`config.mk`:
```
export PLATFORM = sky130hd
export DESIGN_NAME = uart_rx
export DESIGN_NICKNAME = d
export VERILOG_FILES = /design/src/rtl/uart_rx_pkg.sv /design/src/rtl/uart_rx_filter.sv /design/src/rtl/uart_rx.sv
export SDC_FILE = /design/constraint.sdc
export NUM_CORES = 1
export LEC_CHECK = 0
export BUFFER_PORTS_ARGS = -buffer_cell sky130_fd_sc_hd__buf_2
export CAP_MARGIN = 20
export CORE_MARGIN = 5
export CORE_UTILIZATION = 58
export DETAILED_ROUTE_END_ITERATION = 12
export GPL_TIMING_DRIVEN = 0
export PLACE_DENSITY = 0.79
export SYNTH_ARGS = -nofsm -noshare
export SYNTH_HDL_FRONTEND = slang
export SYNTH_SLANG_ARGS = --single-unit
```
`constraint.sdc`:
```
create_clock -name clk -period 2.5 [get_ports clk]
set_input_delay 0.125 -clock clk [delete_from_list [all_inputs] [get_ports clk]]
set_output_delay 0.125 -clock clk [all_outputs]
set_load 0.03 [all_outputs]
```
`src/rtl/uart_rx_pkg.sv`:
```
// uart_rx_pkg: shared UART constants, RX state encoding and frame sizes.
// Used by the UART receiver and its line filter.
package uart_rx_pkg;

  localparam int UART_STABLE_COUNT        = 2;
  localparam int UART_RX_BAUD_PERIOD_BITS = 16;
  localparam int UART_RX_BAUD_PERIOD      = 868;
  localparam int UART_RX_DATA_BITS        = 8;

  typedef enum logic [2:0] {
    RX_IDLE   = 3'd0,
    RX_START  = 3'd1,
    RX_DATA   = 3'd2,
    RX_PARITY = 3'd3,
    RX_STOP   = 3'd4,
    RX_BREAK  = 3'd5
  } rx_state_e;

endpackage

```
`src/rtl/uart_rx_filter.sv`:
```
// uart_rx_filter: 2-FF synchronizer plus stability filter for RXD.
// Ports: clk, reset (async), sync_reset, rxd_i (raw pin),
//        line_o (filtered line, idles 1), fall_o (1-cycle falling-edge strobe).
module uart_rx_filter #(
  parameter int STABLE_TIME = 2
) (
  input  logic clk,
  input  logic reset,
  input  logic sync_reset,
  input  logic rxd_i,
  output logic line_o,
  output logic fall_o
);

  localparam int CW = $clog2(STABLE_TIME + 1);

  logic [1:0]    sync_q;
  logic [CW-1:0] cnt_q;
  logic          line_q;
  logic          fall_q;

  // cnt_q counts consecutive synchronized samples that differ from line_q.
  always_ff @(posedge clk or posedge reset) begin
    if (reset) begin
      sync_q <= 2'b11;
      cnt_q  <= '0;
      line_q <= 1'b1;
      fall_q <= 1'b0;
    end else if (sync_reset) begin
      sync_q <= 2'b11;
      cnt_q  <= '0;
      line_q <= 1'b1;
      fall_q <= 1'b0;
    end else begin
      sync_q <= {sync_q[0], rxd_i};
      fall_q <= 1'b0;
      if (sync_q[1] == line_q) begin
        cnt_q <= '0;
      end else if (cnt_q == CW'(STABLE_TIME - 1)) begin
        line_q <= sync_q[1];
        cnt_q  <= '0;
        fall_q <= line_q;
      end else begin
        cnt_q <= cnt_q + 1'b1;
      end
    end
  end

  assign line_o = line_q;
  assign fall_o = fall_q;

endmodule

```
`src/rtl/uart_rx.sv`:
```
// uart_rx: 8-N-1 receiver with mid-bit sampling and a one-byte holding buffer.
// Ports: clk, reset (async), sync_reset, RXD, baud_rate_period_m1, rx_read ->
//        SBUF_out, rx_valid, rx_overrun, rx_frame_error, rx_active.
// UART_RX_PARITY_EN adds an even-parity bit and the rx_parity_error port.
module uart_rx
  import uart_rx_pkg::*;
#(
  parameter int STABLE_TIME      = UART_STABLE_COUNT,
  parameter int BAUD_PERIOD_BITS = UART_RX_BAUD_PERIOD_BITS
) (
  input  logic                        clk,
  input  logic                        reset,
  input  logic                        sync_reset,
  input  logic                        RXD,
  input  logic [BAUD_PERIOD_BITS-1:0] baud_rate_period_m1,
  input  logic                        rx_read,
  output logic [7:0]                  SBUF_out,
  output logic                        rx_valid,
  output logic                        rx_overrun,
  output logic                        rx_frame_error,
  output logic                        rx_active
`ifdef UART_RX_PARITY_EN
  ,
  output logic                        rx_parity_error
`endif
);

  localparam int DW = UART_RX_DATA_BITS;
  localparam int IW = $clog2(DW);

`ifdef UART_RX_PARITY_EN
  localparam rx_state_e AFTER_DATA = RX_PARITY;
`else
  localparam rx_state_e AFTER_DATA = RX_STOP;
`endif

  logic line;
  logic fall;

  uart_rx_filter #(
    .STABLE_TIME(STABLE_TIME)
  ) u_filter (
    .clk       (clk),
    .reset     (reset),
    .sync_reset(sync_reset),
    .rxd_i     (RXD),
    .line_o    (line),
    .fall_o    (fall)
  );

  rx_state_e             state_q;
  logic [BAUD_PERIOD_BITS-1:0] cnt_q;
  logic [IW-1:0]         idx_q;
  logic [DW-1:0]         shift_q;
  logic                  fe_q;
  logic [7:0]            sbuf_q;
  logic                  valid_q;
  logic                  ovr_q;

  logic [BAUD_PERIOD_BITS-1:0] half;
  logic                  tick;
  logic                  commit;

  assign half = baud_rate_period_m1 >> 1;
  assign tick = (cnt_q == '0);

`ifdef UART_RX_PARITY_EN
  logic pe_q;
  logic pe_pulse_q;
  assign commit = (state_q == RX_STOP) && tick && line && !pe_q;
  assign rx_parity_error = pe_pulse_q;
`else
  assign commit = (state_q == RX_STOP) && tick && line;
`endif

  always_ff @(posedge clk or posedge reset) begin
    if (reset) begin
      state_q <= RX_IDLE;
      cnt_q   <= '0;
      idx_q   <= '0;
      shift_q <= '0;
      fe_q    <= 1'b0;
`ifdef UART_RX_PARITY_EN
      pe_q       <= 1'b0;
      pe_pulse_q <= 1'b0;
`endif
    end else if (sync_reset) begin
      state_q <= RX_IDLE;
      cnt_q   <= '0;
      idx_q   <= '0;
      shift_q <= '0;
      fe_q    <= 1'b0;
`ifdef UART_RX_PARITY_EN
      pe_q       <= 1'b0;
      pe_pulse_q <= 1'b0;
`endif
    end else begin
      fe_q <= 1'b0;
`ifdef UART_RX_PARITY_EN
      pe_pulse_q <= 1'b0;
`endif
      unique case (state_q)
        RX_IDLE: begin
          cnt_q <= half;
          if (fall) state_q <= RX_START;
        end
        RX_START: begin
          if (!tick) begin
            cnt_q <= cnt_q - 1'b1;
          end else if (line) begin
            state_q <= RX_IDLE;
          end else begin
            state_q <= RX_DATA;
            cnt_q   <= baud_rate_period_m1;
            idx_q   <= '0;
          end
        end
        RX_DATA: begin
          if (!tick) begin
            cnt_q <= cnt_q - 1'b1;
          end else begin
            shift_q <= {line, shift_q[DW-1:1]};
            cnt_q   <= baud_rate_period_m1;
            idx_q   <= idx_q + 1'b1;
            if (idx_q == IW'(DW - 1)) state_q <= AFTER_DATA;
          end
        end
`ifdef UART_RX_PARITY_EN
        RX_PARITY: begin
          if (!tick) begin
            cnt_q <= cnt_q - 1'b1;
          end else begin
            pe_q       <= ^{shift_q, line};
            pe_pulse_q <= ^{shift_q, line};
            cnt_q      <= baud_rate_period_m1;
            state_q    <= RX_STOP;
          end
        end
`endif
        RX_STOP: begin
          if (!tick) begin
            cnt_q <= cnt_q - 1'b1;
          end else begin
            cnt_q   <= half;
            fe_q    <= !line;
            state_q <= line ? RX_IDLE : RX_BREAK;
          end
        end
        RX_BREAK: begin
          // A held-low line must return high before a new start is armed.
          cnt_q <= half;
          if (line) state_q <= RX_IDLE;
        end
        default: state_q <= RX_IDLE;
      endcase
    end
  end

  // Holding buffer: a read in the commit cycle makes room for the new byte.
  always_ff @(posedge clk or posedge reset) begin
    if (reset) begin
      sbuf_q  <= '0;
      valid_q <= 1'b0;
      ovr_q   <= 1'b0;
    end else if (sync_reset) begin
      sbuf_q  <= '0;
      valid_q <= 1'b0;
      ovr_q   <= 1'b0;
    end else if (commit) begin
      if (!valid_q || rx_read) begin
        sbuf_q  <= shift_q;
        valid_q <= 1'b1;
        if (rx_read) ovr_q <= 1'b0;
      end else begin
        ovr_q <= 1'b1;
      end
    end else if (rx_read && valid_q) begin
      valid_q <= 1'b0;
      ovr_q   <= 1'b0;
    end
  end

  assign SBUF_out       = sbuf_q;
  assign rx_valid       = valid_q;
  assign rx_overrun     = ovr_q;
  assign rx_frame_error = fe_q;
  assign rx_active      = (state_q != RX_IDLE);

endmodule
```
# Yosys cells after proc, flatten, opt, wreduce, memory -nomap -nowiden
# Index checks and enable logic that the tools add are counted.
# totals
ff_bits	47
inputBits	21
# op_classes
n_reduce_logical	26
addsub	3
n_eq_ne	18
mux	48
# op_table
op	count
$mux W16	5
$pmux W16 S4	1
$mux W8	6
$mux W3	12
$mux W1	17
$logic_not A16 Y1	1
$sub A16 B1 Y16 const B	1
$ne A3 B3 Y1 const B	5
$pmux W3 S5	1
$reduce_and A2 Y1	6
$mux W2	5
$reduce_bool A2 Y1	5
$eq A3 B3 Y1 const B	3
$ne A3 B2 Y1 const B	3
$reduce_bool A3 Y1	3
$ne A4 B4 Y1 const B	2
$pmux W3 S2	1
$reduce_and A6 Y1	1
$reduce_bool A5 Y1	1
$reduce_and A4 Y1	1
$add A3 B1 Y3 const B	1
$eq A3 B1 Y1 const B	1
$eq A3 B2 Y1 const B	1
$logic_and A1 B1 Y1	3
other kinds (8)	9

# Depth between registers and ports, before layout
# logic_depth
ltp_word	5
depth_mapped	9
ltp_nobuf	8

# Cells and area by module
# A second synthesis with hierarchy kept.
# hier_totals
hier_cells	324
hier_area_um2	2846.5
# modules_own_cells
module	cells_each	area_each_um2	n_inst
uart_rx	307	2611.3	1
uart_rx_filter	17	235.2	1

# Worst setup path before layout
# Ideal clock, no wire load.
# synth_timing
path_kind	register to register
start	register cnt_q[0]
end	register cnt_q[13]
t_arrival_ns	2.193
stages_incl_launch_ff	9
path_buffers	1
path_slack_ns	0.186
synth_period_minus_slack_ns	2.314
path_cell_list	dfrtp_1 inv_1 ha_1 nor4b_1 nand4_2 o32ai_2 buf_4 nor2_1 o22a_1
# synth_via
elab_chain_len	4
word_cells_on_any_way	9
# synth_lines
element	line_no	text
start: declaration	uart_rx.sv:52	logic [BAUD_PERIOD_BITS-1:0] cnt_q;
start signal: assignment	uart_rx.sv:104	cnt_q <= half;
start signal: assignment	uart_rx.sv:109	cnt_q <= cnt_q - 1'b1;
start signal: assignment	uart_rx.sv:114	cnt_q <= baud_rate_period_m1;
$sub A16 B1 Y16 / $logic_not A16 Y1 (equally long branches)	n/a	
$mux W16, on equally long branches	uart_rx.sv:141, uart_rx.sv:108, uart_rx.sv:119	
$pmux W16 S4	uart_rx.sv:102	unique case (state_q)
$mux W16	uart_rx.sv:87	end else if (sync_reset) begin
# Parallel ways exist; a longest one is shown, timed or not.
# A chain may end at the register's enable or synchronous reset.

# Final worst setup path
# layout_timing
start	register cnt_q[0]
end	register state_q[1]
# layout_via
elab_chain_len	3
word_cells_on_any_way	5
# layout_lines
element	line_no	text
$logic_not A16 Y1 *	uart_rx.sv:65	assign tick = (cnt_q == '0);
$ne A3 B3 Y1 (no source line)	n/a	
$reduce_and A6 Y1 (no source line) *	n/a	
end signal: assignment	uart_rx.sv:146	state_q <= line ? RX_IDLE : RX_BREAK;
end: declaration	uart_rx.sv:51	rx_state_e state_q;
# Mark *: on every way between the ends. The rest lies on a longest branch, timed or not.

==> tab_implementation.tex <==
\begin{tabular}{lr}
\hline
Metric & Value \\
\hline
\multicolumn{2}{l}{\textbf{Yosys}} \\
\quad Top cells by area, synth & dfrtp\_1 (39\%), nand2\_1 (5.9\%), o21ai\_0 (5.4\%) \\
\quad Number of enable flip-flop cells after synthesis & 0 \\
\quad Number of distinct library cells after synthesis & 61 \\
\quad Area of the mapped netlist & 2860 um\^{}2 \\
\quad Share of the synthesized area in the top cell type & 38.5\% \\
\quad Post-synthesis instance total & 330 \\
\quad FFs w/ async S/R, synth & 100\% \\
\quad Post-synthesis net count & 354 \\
\quad Count of state elements after synthesis & 47 \\
\quad Most instantiated flip-flop cell in the synthesis netlist & dfrtp\_1 \\
\quad Yosys top cell by area & dfrtp\_1 \\
\quad Number of warning messages in the yosys log & 0 \\
\quad Mean post-synth cell area & 8.66 um\^{}2 \\
\quad Sequential element share of the synthesized area & 41.3\% \\
\multicolumn{2}{l}{\textbf{Place}} \\
\quad Cell Count Post-Placement & 430 \\
\quad Placed wire-length estimate after detailed placement & 5.57 mm \\
\quad Post-Place Setup Slack & -0.253 ns \\
\quad Input/output buffers & 32 \\
\quad Global placer's final weighted congestion & 0.972 \\
\quad Total placed instance area & 3120 um\^{}2 \\
\multicolumn{2}{l}{\textbf{Detailed routing}} \\
\quad Vias per cell & 6.34 \\
\quad Overall via count from detail\_route & 2808 \\
\quad Number of routed nets with antenna violations & 0 \\
\quad Final Routed Wirelength & 7.88 mm \\
\quad DRC violation count after routing & 0 \\
\quad Initial DRT Pass Iterations & 5 \\
\quad Number of DRC markers in iteration 0 & 229 \\
\quad WL per Instance & 17.8 um \\
\multicolumn{2}{l}{\textbf{Die}} \\
\quad Vertical die dimension & 80.2 um \\
\quad Core box area & 4750 um\^{}2 \\
\quad FP Rows & 25 \\
\quad Die Width & 80.2 um \\
\quad Ports placed on the boundary & 33 \\
\quad Die outline area & 6430 um\^{}2 \\
\quad Initial core utilization & 60.1\% \\
\multicolumn{2}{l}{\textbf{Final layout}} \\
\quad Count of antenna diodes in the layout & 0 \\
\quad Area of the multi-input gates & 1660 um\^{}2 \\
\quad Proportion of layout cells with a drive suffix above 1 & 20.5\% \\
\quad Final non-filler cell total & 443 \\
\quad Post-route standard cell area excluding fillers & 3340 um\^{}2 \\
\quad Commonest non-fill, non-tap cell in the layout & nand2\_1 \\
\quad Net count reported at finish & 399 \\
\quad Storage cell area & 1180 um\^{}2 \\
\quad Area delta synth->final & 16.8\% \\
\quad Highest-count cells in the layout ignoring fill and taps & nand2\_1 (45), dfrtp\_1 (44), buf\_2 (34) \\
\quad Filler cell count in the final layout & 397 \\
\multicolumn{2}{l}{\textbf{Setup path}} \\
\quad Element type at the critical path end & register \\
\quad Sum of buffers and inverters on the critical path & 2 \\
\quad Endpoint arrival time on the critical path & 2.51 ns \\
\quad Req. time, crit path & 2.67 ns \\
\quad Standard cell with the maximum stage delay on the critical path & dfrtp\_1 \\
\quad List of cells traversed by the critical path & inv\_1 > ha\_4 > nor4b\_4 > and4\_1 > clkbuf\_4 > a211oi\_1 > a211oi\_2 > mux2i\_1 > nor2\_1 \\
\quad Peak fanout along the critical path & 10 \\
\quad Delay-heaviest family, CP & simple AND/OR/NAND/NOR gates \\
\quad CP peak stage delay & 0.49 ns \\
\quad Critical setup path kind & reg2reg \\
\quad CP startpoint kind & register \\
\multicolumn{2}{l}{\textbf{Power and ir drop}} \\
\quad Leak pwr & 1.42 nW \\
\quad P per Cell Area & 455 nW/um\^{}2 \\
\quad Worst supply voltage drop on vdd & 0.000248 V \\
\multicolumn{2}{l}{\textbf{Clocking}} \\
\quad Root cell of the clock tree & clkbuf\_8 \\
\quad Clock tree from TritonCTS & done \\
\quad Clock-pin slew reported for the worst setup and hold paths after clock tree synthesis & 0.09 ns \\
\quad Clock buffers created by TritonCTS & 5 \\
\quad Sink count of the clock tree & 47 \\
\quad Deepest clock path buffer count & 2 \\
\quad Clock latency reported for the late side of the worst-skew pair & 0.30 ns \\
\quad Number of levels the H-tree was split into & 2 \\
\multicolumn{2}{l}{\textbf{STA}} \\
\quad Final critical-path setup slack & 0.158 ns \\
\quad Final Max Slew Viols & 0 \\
\quad Worst slew pin tran & 0.681 ns \\
\quad RSZ-0062 raised after global routing & no \\
\quad Maximum operating frequency & 427 MHz \\
\quad Worst max-slew margin expressed relative to the limit & 54.3\% \\
\quad \# setup viols final & 0 \\
\quad Shortest clock period the worst path allows after layout & 2.34 ns \\
\quad Final count of hold timing violations & 0 \\
\quad Part of the cycle the worst path needs & 93.7\% \\
\quad Worst hold slack & 0.0128 ns \\
\quad Post-Route Skew & 0.00803 ns \\
\multicolumn{2}{l}{\textbf{Global routing}} \\
\quad Number of global-route vias before repair & 2578 \\
\quad Number of antenna violations at the first check in global routing & 0 \\
\quad First-pass GRT wire length & 12.9 mm \\
\quad Largest net degree at the start of global routing & 35 \\
\quad Global Route Usage Sum & 25.9\% \\
\quad GRT overflow & 0 \\
\multicolumn{2}{l}{\textbf{Flow run}} \\
\quad Number of max-cap violations & 0 \\
\multicolumn{2}{l}{\textbf{Min path}} \\
\quad Class of the tightest hold or removal check & in2reg \\
\multicolumn{2}{l}{\textbf{Run status}} \\
\quad Outcome & finished, final reports clean \\
\hline
\end{tabular}
sequential cells by signal, indices dropped and copies added (netlist names):
register and flops:
rx_overrun 1, state_q 3, rx_valid 1, u_filter.fall_o 1, u_filter.cnt_q 2, cnt_q 16, u_filter.line_o 1, SBUF_out 8
shift_q 8, rx_frame_error 1, idx_q 3, u_filter.sync_q 2
metrics by stage:
step                      utilization [%]  power (mW)  setup TNS [ns]
after floorplan                         -       0.969               0
after global placement               65.2        1.03           -6.47
after detailed placement             65.7        1.04           -6.14
after CTS                            68.9        1.51               0
after global routing                 70.2        1.58               0
final                                70.2        1.52               0
synthesized netlist by cell type, drive strengths merged, types with 6 or more instances:
master  count
nand2      46
dfrtp      44
o21ai      32
nor2       26
nand2b     19
a21oi      14
clkbuf     13
nor3       13
a31oi      10
xnor2       7
inv         6
mux2i       6
nand3       6
nor4        6
or2         6
cell families (layout without fill, tap and decap cells):
kind of cell    after synthesis  in the layout  synth area share, %
buf+inv                      24             70                 3.37
mux                           6              6                 2.10
xor+xnor                      9              9                 2.76
simple gates                147            147                 27.3
fa+ha+maj                     3              3                 1.31
compound gates               94             94                 21.9
flops                        47             47                 41.3
metal layers:
layer | vias up | GRT usage (%) | part of all wire [%]
li1 | 1303 | - | -
met1 | 1326 | 37.0 | 43
met2 | 156 | 39.9 | 44
met3 | 23 | 4.93 | 10
met4 | 0 | 7.26 | 2.7
met5 | - | 0 | 0
where the power goes:
group          total [mW]  internal (mW)  switching (mW)  leakage, nW
sequential          0.816          0.785          0.0310        0.626
clock               0.464          0.198           0.266       0.0452
combinational       0.239         0.0987           0.140        0.748
total                1.52           1.08           0.437         1.42
worst paths after layout:
kind | from | to | slack, ns | cells after the start
min reg2reg | u_filter.cnt_q[0] | u_filter.cnt_q[0] | 0.45 | 1
max in group asynchronous | reset | u_filter.line_o | 1.61 | 4
min | RXD | u_filter.sync_q[0] | 0.01 | 2
min in group asynchronous | reset | cnt_q[11] | 0.33 | 3
max reg2reg | cnt_q[0] | state_q[1] | 0.16 | 9
max | cnt_q[0] | state_q[1] | 0.16 | 9
layout make-up:
| cell class | count | area share (%) |
|---|---|---|
| Clock inverter | 2 | 0.412 |
| Inverter | 6 | 0.675 |
| Buffer | 17 | 2.25 |
| Tap cell | 67 | 2.51 |
| Multi-Input combinational cell | 259 | 49.8 |
| Timing Repair Buffer | 39 | 6.82 |
| Sequential cell | 47 | 35.3 |
| Clock buffer | 6 | 2.17 |
what timing repair did:
action,4_1_cts,5_1_grt
hold buffers,1,0
setup buffers,2,3
hold endpoints to repair,13,0
setup endpoints to repair,34,24
gates resized for setup,7,12
pin swaps,0,2
Note: power is estimated with default switching activity, not from simulation.
